### config.mk
export PLATFORM = sky130hd
export DESIGN_NAME = r16_tf_addr_gen
export DESIGN_NICKNAME = d
export VERILOG_FILES = /design/src/rtl/r16_tf_addr_gen_pkg.sv /design/src/rtl/r16_tf_lane_acc.sv /design/src/rtl/r16_tf_addr_gen.sv
export SDC_FILE = /design/constraint.sdc
export NUM_CORES = 1
export LEC_CHECK = 0
export ABC_AREA = 0
export BUFFER_PORTS_ARGS = -buffer_cell sky130_fd_sc_hd__buf_4
export CORE_UTILIZATION = 45
export CTS_CLUSTER_DIAMETER = 80
export DETAILED_ROUTE_END_ITERATION = 6
export PLACE_DENSITY_LB_ADDON = 0.08
export REMOVE_ABC_BUFFERS = 1
export SKIP_CTS_REPAIR_TIMING = 1
export SLEW_MARGIN = 40
export SYNTH_ARGS = -nofsm -noshare
export SYNTH_HDL_FRONTEND = slang
export SYNTH_SLANG_ARGS = --single-unit
### constraint.sdc
create_clock -name clk -period 2.5 [get_ports clk]
set_input_delay 0.375 -clock clk [delete_from_list [all_inputs] [get_ports clk]]
set_output_delay 0.375 -clock clk [all_outputs]
set_load 0.02 [all_outputs]
### src/rtl/r16_tf_addr_gen_pkg.sv
// Shared definitions for the radix-16 twiddle address generator.
// Optional build macro: R16_TF_NEG_EN (half-wave folding; adds tf_neg output).
package r16_tf_addr_gen_pkg;

    localparam int unsigned LANES = 16;

    // State encodings
    localparam logic ST_IDLE = 1'b0;
    localparam logic ST_RUN  = 1'b1;

    typedef enum logic {
        IDLE = ST_IDLE,
        RUN  = ST_RUN
    } state_e;

    // Constant multiple k*s built from shifted copies of s (k is 0..15).
    function automatic logic [31:0] shift_add_mul(input logic [31:0] s, input logic [3:0] k);
        logic [31:0] p;
        p = '0;
        for (int b = 0; b < 4; b++) begin
            if (k[b]) p = p + (s << b);
        end
        return p;
    endfunction

endpackage

### src/rtl/r16_tf_lane_acc.sv
// One lane of the twiddle address generator: holds incr = LANE*stride and the
// running address accumulator acc, which advances by incr per accepted beat.
module r16_tf_lane_acc
    import r16_tf_addr_gen_pkg::*;
#(
    parameter int unsigned ADDR_W = 12,
    parameter int unsigned LANE   = 0
) (
    input  logic              clk,
    input  logic              rst_n,
    input  logic [ADDR_W-1:0] stride,
    input  logic              load,
    input  logic              adv,
    input  logic              clr,
    output logic [ADDR_W-1:0] acc
);

    logic [ADDR_W-1:0] incr_d, incr_q;
    logic [ADDR_W-1:0] acc_d, acc_q;

    // Load a new increment on stage start, otherwise clear or advance the accumulator
    always_comb begin
        incr_d = incr_q;
        acc_d  = acc_q;
        if (load) begin
            incr_d = ADDR_W'(shift_add_mul(32'(stride), 4'(LANE)));
            acc_d  = '0;
        end else if (clr) begin
            acc_d = '0;
        end else if (adv) begin
            acc_d = acc_q + incr_q;   // wraps mod 2^ADDR_W
        end
    end

    // Increment/accumulator registers
    always_ff @(posedge clk or negedge rst_n) begin
        if (!rst_n) begin
            incr_q <= '0;
            acc_q  <= '0;
        end else begin
            incr_q <= incr_d;
            acc_q  <= acc_d;
        end
    end

    assign acc = acc_q;

endmodule

### src/rtl/r16_tf_addr_gen.sv
// Radix-16 twiddle-factor ROM address generator: one beat of 16 lane addresses
// (k*j*stride mod 2^ADDR_W) per butterfly group j, with valid/ready backpressure.
// Optional build macro: R16_TF_NEG_EN adds tf_neg and folds addresses to N/2.
module r16_tf_addr_gen
    import r16_tf_addr_gen_pkg::*;
#(
    parameter int unsigned ADDR_W = 12,
    parameter int unsigned GRP_W  = 8
) (
    input  logic                     clk,
    input  logic                     rst_n,
    input  logic                     start,
    input  logic [ADDR_W-1:0]        stride,
    input  logic [GRP_W-1:0]         grp_num,
    input  logic                     tf_ready,
    output logic                     tf_valid,
    output logic [LANES*ADDR_W-1:0]  tf_addr,
    output logic [GRP_W-1:0]         grp_idx,
    output logic                     busy,
`ifdef R16_TF_NEG_EN
    output logic [LANES-1:0]         tf_neg,
`endif
    output logic                     done
);

    state_e            state_d, state_q;
    logic [GRP_W-1:0]  grp_d, grp_q;
    logic [GRP_W-1:0]  glast_d, glast_q;   // G-1, index of the final group
    logic              done_d, done_q;
    logic              load, adv, clr;

    logic [LANES-1:0][ADDR_W-1:0] acc;

    // Next-state and lane control
    always_comb begin
        state_d = state_q;
        grp_d   = grp_q;
        glast_d = glast_q;
        done_d  = 1'b0;
        load    = 1'b0;
        adv     = 1'b0;
        clr     = 1'b0;
        case (state_q)
            IDLE: begin
                if (start) begin
                    if (grp_num != '0) begin
                        glast_d = grp_num - GRP_W'(1);
                        grp_d   = '0;
                        load    = 1'b1;
                        state_d = RUN;
                    end else begin
                        done_d = 1'b1;   // empty stage: finish without beats
                    end
                end
            end
            RUN: begin
                // tf_valid is always high in RUN, so ready alone means accept
                if (tf_ready) begin
                    if (grp_q == glast_q) begin
                        state_d = IDLE;
                        done_d  = 1'b1;
                        grp_d   = '0;
                        clr     = 1'b1;
                    end else begin
                        grp_d = grp_q + GRP_W'(1);
                        adv   = 1'b1;
                    end
                end
            end
            default: state_d = IDLE;
        endcase
    end

    // Control registers
    always_ff @(posedge clk or negedge rst_n) begin
        if (!rst_n) begin
            state_q <= IDLE;
            grp_q   <= '0;
            glast_q <= '0;
            done_q  <= 1'b0;
        end else begin
            state_q <= state_d;
            grp_q   <= grp_d;
            glast_q <= glast_d;
            done_q  <= done_d;
        end
    end

    assign tf_valid = (state_q == RUN);
    assign busy     = (state_q == RUN);
    assign grp_idx  = grp_q;
    assign done     = done_q;

    for (genvar k = 0; k < LANES; k++) begin : g_lane
        r16_tf_lane_acc #(.ADDR_W(ADDR_W), .LANE(k)) u_lane (
            .clk    (clk),
            .rst_n  (rst_n),
            .stride (stride),
            .load   (load),
            .adv    (adv),
            .clr    (clr),
            .acc    (acc[k])
        );
`ifdef R16_TF_NEG_EN
        // MSB selects the negated half of the table; address covers N/2 entries
        assign tf_addr[k*ADDR_W +: ADDR_W] = {1'b0, acc[k][ADDR_W-2:0]};
        assign tf_neg[k] = acc[k][ADDR_W-1];
`else
        assign tf_addr[k*ADDR_W +: ADDR_W] = acc[k];
`endif
    end

endmodule

==> results.json, run 1 <==
{
  "status": "finished, violations left",
  "violations": "setup timing",
  "synth-seq-area-share_pct": 36.85,
  "finalMaxSlewViolations": 0,
  "worst_slack_ps": -843.9,
  "worst_slew_pin_slew_ps": 789.6,
  "grt_pass1_vias": 15180,
  "regToRegStartpoint": "g_lane[9].u_lane.incr_q[0]$_DFFE_PN0P_",
  "p_total_w": 0.03813,
  "gp_congestion": 0.8916,
  "holdPathStages": 2,
  "root_buffer": "clkbuf_16",
  "via_per_inst": 5.316,
  "antenna_cells": 0,
  "slew_headroom_pct": 47.24,
  "cts_buffer_depth": 3,
  "path_common_cell": "a21oi_2",
  "hold_end": "glast_q[0]$_DFFE_PN0P_",
  "hold_start": "grp_num[0]",
  "numPortBuffers": 203,
  "min_period_ps": 3344,
  "rows": 73,
  "dp_hpwl_um": 35750,
  "grt_util_all_layers_pct": 23.54,
  "synth_warnings": 0,
  "final_cell_mix": "433 x buf_4, 330 x nand2_1, 265 x dfrtp_1, 192 x ha_1, 122 x o21ai_1",
  "numCtsBuffers": 34,
  "grt_pass1_wl_um": 78010,
  "synth_area_sq_mm": 0.01806,
  "drcViolationCount": 0,
  "ios": 227,
  "synth_cell_types": 50,
  "core-area_sq_mm": 0.03964,
  "rsz0062_at_grt": "true",
  "clk_pin_slew_ps": 60,
  "die_h_um": 202.3,
  "critPathTopFamily": "compound AO/OA/AOI/OAI gates",
  "r2r_setup_slack_ps": -260,
  "chipWidth_um": 202.3,
  "setup_viol": 38,
  "vdd_drop_max_v": 0.0008222,
  "clock_latency_ps": 540,
  "tns_ps": -8010,
  "path_buf_inv": 3,
  "powerDensity_mw_per_mm2": 1547,
  "mostFrequentLayoutCell": "buf_4",
  "areaGrowthSynthToFinish_pct": 36.50,
  "die-area_sq_mm": 0.04094,
  "post-route-util_pct": 62.19,
  "cts_max_level": 2,
  "clkSinkCount": 266,
  "tritoncts": "done",
  "post_drt_wl_per_cell_um": 17.16,
  "antenna_left": 0,
  "first_pass_iters": 6,
  "critPathMaxFanout": 4,
  "async_flop_share_pct": 100.0,
  "finalCritPeriodShare_pct": 133.8,
  "required_ps": 2930,
  "antenna_found_initial": 0,
  "drt_iter0_markers": 647,
  "cap_violations": 0,
  "cp_slowest_cell": "ha_1",
  "num-nets-final": 2654,
  "cp.arrival_ps": 3770,
  "dp_slack_ps": -1681,
  "fin_skew_ps": 12.55,
  "grt_max_degree": 73,
  "setup.worst_path.class": "in2reg",
  "p_leak_nw": 12.23,
  "vias": 15600,
  "ys_ff_latch": 266,
  "syn_inst": 1934,
  "ys.flop_type": "dfrtp_1",
  "hp-class": "in2reg",
  "initial_core_util_pct": 45.56,
  "wl_um": 50350,
  "end_kind": "register",
  "synth_area_per_cell_sq_um": 9.339,
  "final_cells": 2934,
  "grt-ovfl-total": 0,
  "synth_edf_count": 0,
  "cp-start-kind": "primary input",
  "hold_viol": 0,
  "layout-drive-gt1-share_pct": 30.68,
  "path_cells": "buf_8, ha_4, buf_4, buf_4, a21o_1, a21oi_2, nor2b_1, o21a_1, nor2_2, xnor2_2, ha_4, a21oi_2, o21ai_2, xor2_1, ha_1, o21a_1, a21oi_2, o21bai_1, a21oi_1, xor2_1, xnor2_1, o21ai_1",
  "rr_worst_depth": 12,
  "post-place-cells": 2823,
  "reg2reg_to": "g_lane[8].u_lane.acc[11]$_DFFE_PN0P_",
  "fmaxAchievable_mhz": 299.1,
  "critical-path-max-stage-delay_ps": 320
}
[synth_stat cells (all sizes together), types with 2 or more instances]
| library cell | number | area share, % |
|---|---|---|
| o31ai | 20 | 0.83 |
| nand2b | 23 | 0.80 |
| a31oi | 9 | 0.31 |
| buf | 58 | 2.1 |
| inv | 44 | 0.91 |
| clkbuf | 26 | 0.55 |
| or3 | 15 | 0.52 |
| nor4 | 10 | 0.35 |
| fa | 22 | 2.4 |
| nand3b | 2 | 0.083 |
| nor2 | 45 | 0.94 |
| o21ba | 4 | 0.22 |
| nand2 | 332 | 6.9 |
| xor2 | 66 | 3.2 |
| ha | 218 | 15 |
| a22o | 35 | 1.7 |
| nor2b | 8 | 0.28 |
| dfrtp | 266 | 37 |
| nor3 | 11 | 0.33 |
| or4 | 7 | 0.29 |
| mux2 | 2 | 0.12 |
| nand4 | 7 | 0.24 |
| mux2i | 2 | 0.11 |
| o41ai | 5 | 0.37 |
| a21o | 87 | 3.6 |
| a211oi | 4 | 0.17 |
| and3 | 4 | 0.14 |
| xnor2 | 141 | 6.8 |
| o21bai | 32 | 1.3 |
| o21ai | 233 | 6.5 |
| o21a | 8 | 0.33 |
| or3b | 7 | 0.34 |
| nand3 | 33 | 0.91 |
| a21oi | 139 | 3.9 |
[layout make-up]
cell class	count	area, sq um
fillers	3361	14990
multi-input cells	1562	12070
flip-flops and latches	266	6658
repair buffers	482	4001
clock buffers	49	1051
well taps	525	656.9
inverters	44	165.2
clock inverters	6	55.05
[cell families after synthesis]
kind of cell | Yosys count | synth area share (%)
simple gates | 506 | 12.19
xor+xnor | 207 | 10.04
flops | 266 | 36.85
fa+ha+maj | 240 | 17.54
buf+inv | 128 | 3.575
other cells | 1 | 0.02076
compound gates | 582 | 19.55
mux | 4 | 0.2355
[registers in the layout (all words and copies together) (netlist names)]
register              count
g_lane.u_lane.acc       169
g_lane.u_lane.incr_q     79
glast_q                   8
grp_idx                   8
busy                      1
done                      1
[worst max path at each step]
stage | from | end | slack (ps) | depth (start not counted)
after floorplan | busy$_DFF_PN0_ | grp_idx[6]$_DFFE_PN0P_ | -1730 | 6
after global placement | stride[1] | g_lane[15].u_lane.incr_q[11]$_DFFE_PN0P_ | -1660 | 22
after detailed placement | stride[1] | g_lane[15].u_lane.incr_q[11]$_DFFE_PN0P_ | -1680 | 22
after CTS | stride[1] | g_lane[15].u_lane.incr_q[11]$_DFFE_PN0P_ | -1120 | 22
after global routing | stride[1] | g_lane[15].u_lane.incr_q[11]$_DFFE_PN0P_ | -1080 | 22
final | stride[1] | g_lane[15].u_lane.incr_q[11]$_DFFE_PN0P_ | -840 | 22
[layer usage]
| layer | track usage [%] | vias up | share of wire [%] |
|---|---|---|---|
| met5 | 0 | - | 0 |
| met2 | 38.87 | 277 | 48 |
| met1 | 31.98 | 7567 | 46 |
| met3 | 3.015 | 73 | 3.8 |
| met4 | 7.438 | 0 | 2.6 |
| li1 | - | 7681 | - |
[metrics by stage]
step	hold WS, ps	instance area [sq um]
detailed placement	302.3	21770
global route	61.57	24650
CTS	-272.6	22880
floorplan	79.41	17660
finish	56.71	24650
global placement	301.7	21770
[where the power goes]
group	switching [W]	internal (W)
Combinational	0.0128	0.0119
Clock	0.00189	0.00300
Sequential	0.00212	0.00643
Total	0.0168	0.0213
Note: power is estimated with default switching activity, not from simulation.
==> run 2, diff against run 1 <==
--- a/config.mk
+++ b/config.mk
@@ -5,7 +5,6 @@
 export SDC_FILE = /design/constraint.sdc
 export NUM_CORES = 1
 export LEC_CHECK = 0
-export ABC_AREA = 0
 export BUFFER_PORTS_ARGS = -buffer_cell sky130_fd_sc_hd__buf_4
 export CORE_UTILIZATION = 45
 export CTS_CLUSTER_DIAMETER = 80
@@ -16,4 +15,5 @@
 export SLEW_MARGIN = 40
 export SYNTH_ARGS = -nofsm -noshare
 export SYNTH_HDL_FRONTEND = slang
+export SYNTH_HIERARCHICAL = 1
 export SYNTH_SLANG_ARGS = --single-unit
==> results.json, run 2 <==
{
  "antenna_cells": 0,
  "synth-seq-area-share_pct": 31.72,
  "synth_area_sq_mm": 0.02809,
  "worst_slew_pin_slew_ps": 677.6,
  "required_ps": 2970,
  "wl_um": 77120,
  "mostFrequentLayoutCell": "buf_4",
  "fmaxAchievable_mhz": 278.6,
  "violations": "setup timing",
  "final_cell_mix": "511 x buf_4, 356 x dfrtp_1, 298 x ha_1, 212 x nor2_1, 200 x a21oi_1",
  "areaGrowthSynthToFinish_pct": 25.49,
  "tns_ps": -12990,
  "grt_util_all_layers_pct": 23.64,
  "gp_congestion": 0.8786,
  "synth_area_per_cell_sq_um": 9.632,
  "numCtsBuffers": 45,
  "synth.most_common_cell": "dfrtp_1",
  "path_cells": "buf_12, ha_4, fa_2, ha_4, inv_2, fa_2, inv_2, a21o_1, a21oi_2, o21bai_1, a21oi_2, xnor2_1, ha_1, nand3_2, o2111ai_2, a21o_1, a21oi_4, and3_1, o21ai_1, or4b_1",
  "cp-start-kind": "primary input",
  "chipWidth_um": 251.8,
  "vdd_drop_max_v": 0.0008006,
  "clkSinkCount": 356,
  "drt_iter0_markers": 1127,
  "synth_edf_count": 0,
  "numPortBuffers": 203,
  "clk_pin_slew_ps": 60,
  "synth_area_leaders": "dfrtp_1 32%, ha_1 14%, mux2_2 5.8%, xnor2_1 5.0%, a21oi_1 3.9%",
  "dp_hpwl_um": 56350,
  "holdPathStages": 3,
  "ys_ff_latch": 356,
  "root_buffer": "clkbuf_16",
  "die_h_um": 251.8,
  "cts_buffer_depth": 3,
  "fillers": 5496,
  "worst_slack_ps": -1089,
  "synth_common_cells": "356 x dfrtp_1, 307 x ha_1, 220 x a21oi_1",
  "syn_inst": 2916,
  "vias": 24020,
  "cap_violations": 0,
  "status": "finished, violations left",
  "layout-drive-gt1-share_pct": 27.26,
  "grt-ovfl-total": 0,
  "critPathMaxFanout": 4,
  "critical-path-max-stage-delay_ps": 580,
  "cts_max_level": 2,
  "setup_viol": 34,
  "initial_core_util_pct": 45.51,
  "rsz0062_at_grt": "true",
  "grt_pass1_vias": 23920,
  "tritoncts": "done",
  "fin_skew_ps": 17.38,
  "grt_max_degree": 72,
  "hold_viol": 0,
  "synth_cell_types": 115,
  "via_per_inst": 5.582,
  "ys.flop_type": "dfrtp_1",
  "async_flop_share_pct": 100.0,
  "min_period_ps": 3589,
  "slew_headroom_pct": 54.66,
  "num-nets-final": 3795,
  "cp.arrival_ps": 4060,
  "p_leak_nw": 16.42,
  "rows": 91,
  "antenna_found_initial": 2,
  "first_pass_iters": 5,
  "synth_top_area_cell": "dfrtp_1",
  "drcViolationCount": 0,
  "post_drt_wl_per_cell_um": 17.92,
  "end_kind": "register",
  "synth_warnings": 6,
  "powerDensity_mw_per_mm2": 1366,
  "core-area_sq_mm": 0.06171,
  "p_total_w": 0.04816,
  "hp-class": "in2reg",
  "grt_pass1_wl_um": 122800,
  "antenna_left": 0,
  "finalCritPeriodShare_pct": 143.6,
  "clock_latency_ps": 600,
  "finalMaxSlewViolations": 0,
  "cp_slowest_cell": "fa_2",
  "synth_top_area_share_pct": 31.72,
  "rr_worst_depth": 11,
  "die-area_sq_mm": 0.06342,
  "ios": 227,
  "setup.worst_path.class": "in2reg"
}
[run 2: cell count changes after synthesis, sizes merged, moves of 70 or more]
| cell | before | now |
|---|---|---|
| a21oi | 139 | 228 |
| dfrtp | 266 | 356 |
| ha | 218 | 307 |
| inv | 44 | 114 |
| mux2 | 2 | 146 |
| mux2i | 2 | 89 |
| nand2 | 332 | 137 |
| nor2 | 45 | 219 |
| o21ai | 233 | 129 |
[run 2: per-layer routing]
layer  global-route usage, %  vias to the layer above  routed length (um)
li1                        -                    11810                   -
met3                   4.065                      107                3408
met2                   39.33                      421               36410
met5                       0                        -                  29
met4                   6.459                        4                1773
met1                   31.57                    11680               35500
[run 2: final cells by class]
| type | instances | area (sq um) | share of cell area, % |
|---|---|---|---|
| clock buffers | 64 | 1308 | 3.710 |
| flip-flops and latches | 356 | 8909 | 25.28 |
| repair buffers | 557 | 4638 | 13.16 |
| well taps | 837 | 1047 | 2.971 |
| multi-input cells | 2356 | 18760 | 53.24 |
| inverters | 116 | 435.4 | 1.235 |
| clock inverters | 17 | 143.9 | 0.4082 |
[run 2: per-stage QoR]
stage               area, sq um  hold WS [ps]  util, %  setup slack (ps)  std cells
finish                    35250         102.1    57.11             -1089       4303
global route              35250         96.49    57.11             -1296       4303
CTS                       34320        -290.1    55.61             -1356       4277
detailed placement        32860         353.2    53.25             -1972       4196
global placement          32860         345.4    53.25             -1852       4196
floorplan                 27570         79.41        -             -9442       2828
[run 2: cells by family (layout without fill, tap and decap cells)]
| family | Yosys count | in the layout | share of synthesized area (%) |
|---|---|---|---|
| and+or+nand+nor | 807 | 807 | 14.88 |
| other | 8 | 23 | 0.1069 |
| adders and majority gates | 339 | 339 | 15.96 |
| buffers and inverters | 219 | 754 | 3.590 |
| AOI/OAI and AO/OA | 752 | 752 | 18.38 |
| muxes | 235 | 235 | 9.039 |
| DFF | 356 | 356 | 31.72 |
| xor gates and xnor gates | 200 | 200 | 6.330 |
[run 2: worst paths after layout]
kind / startpoint / end / slack, ps
min in group asynchronous: rst_n / g_lane[14].u_lane/acc[1]$_DFFE_PN0P_ / 330
setup / recovery: stride[0] / g_lane[15].u_lane/incr_q[11]$_DFFE_PN0P_ / -1090
setup reg to reg: grp_idx[5]$_DFFE_PN0P_ / g_lane[2].u_lane/acc[9]$_DFFE_PN0P_ / 100
max in group asynchronous: rst_n / g_lane[9].u_lane/acc[0]$_DFFE_PN0P_ / 1380
hold reg to reg: g_lane[14].u_lane/incr_q[4]$_DFFE_PN0P_ / g_lane[14].u_lane/incr_q[4]$_DFFE_PN0P_ / 500
hold / removal: tf_ready / grp_idx[1]$_DFFE_PN0P_ / 100
[run 2: critical path, delay by kind of cell]
| family | cells | cell delay (ps) |
|---|---|---|
| AO/OA/AOI/OAI | 8 | 1020 |
| AND/OR/NAND/NOR | 3 | 710 |
| buffers and inverters | 3 | 210 |
| adder cells (fa/ha/maj) | 5 | 1620 |
| XOR/XNOR | 1 | 140 |
[run 2: where the power goes]
part	internal [W]	switching [W]
sequential	0.00883	0.00273
combinational	0.0143	0.0159
clock	0.00375	0.00271
total	0.0269	0.0213
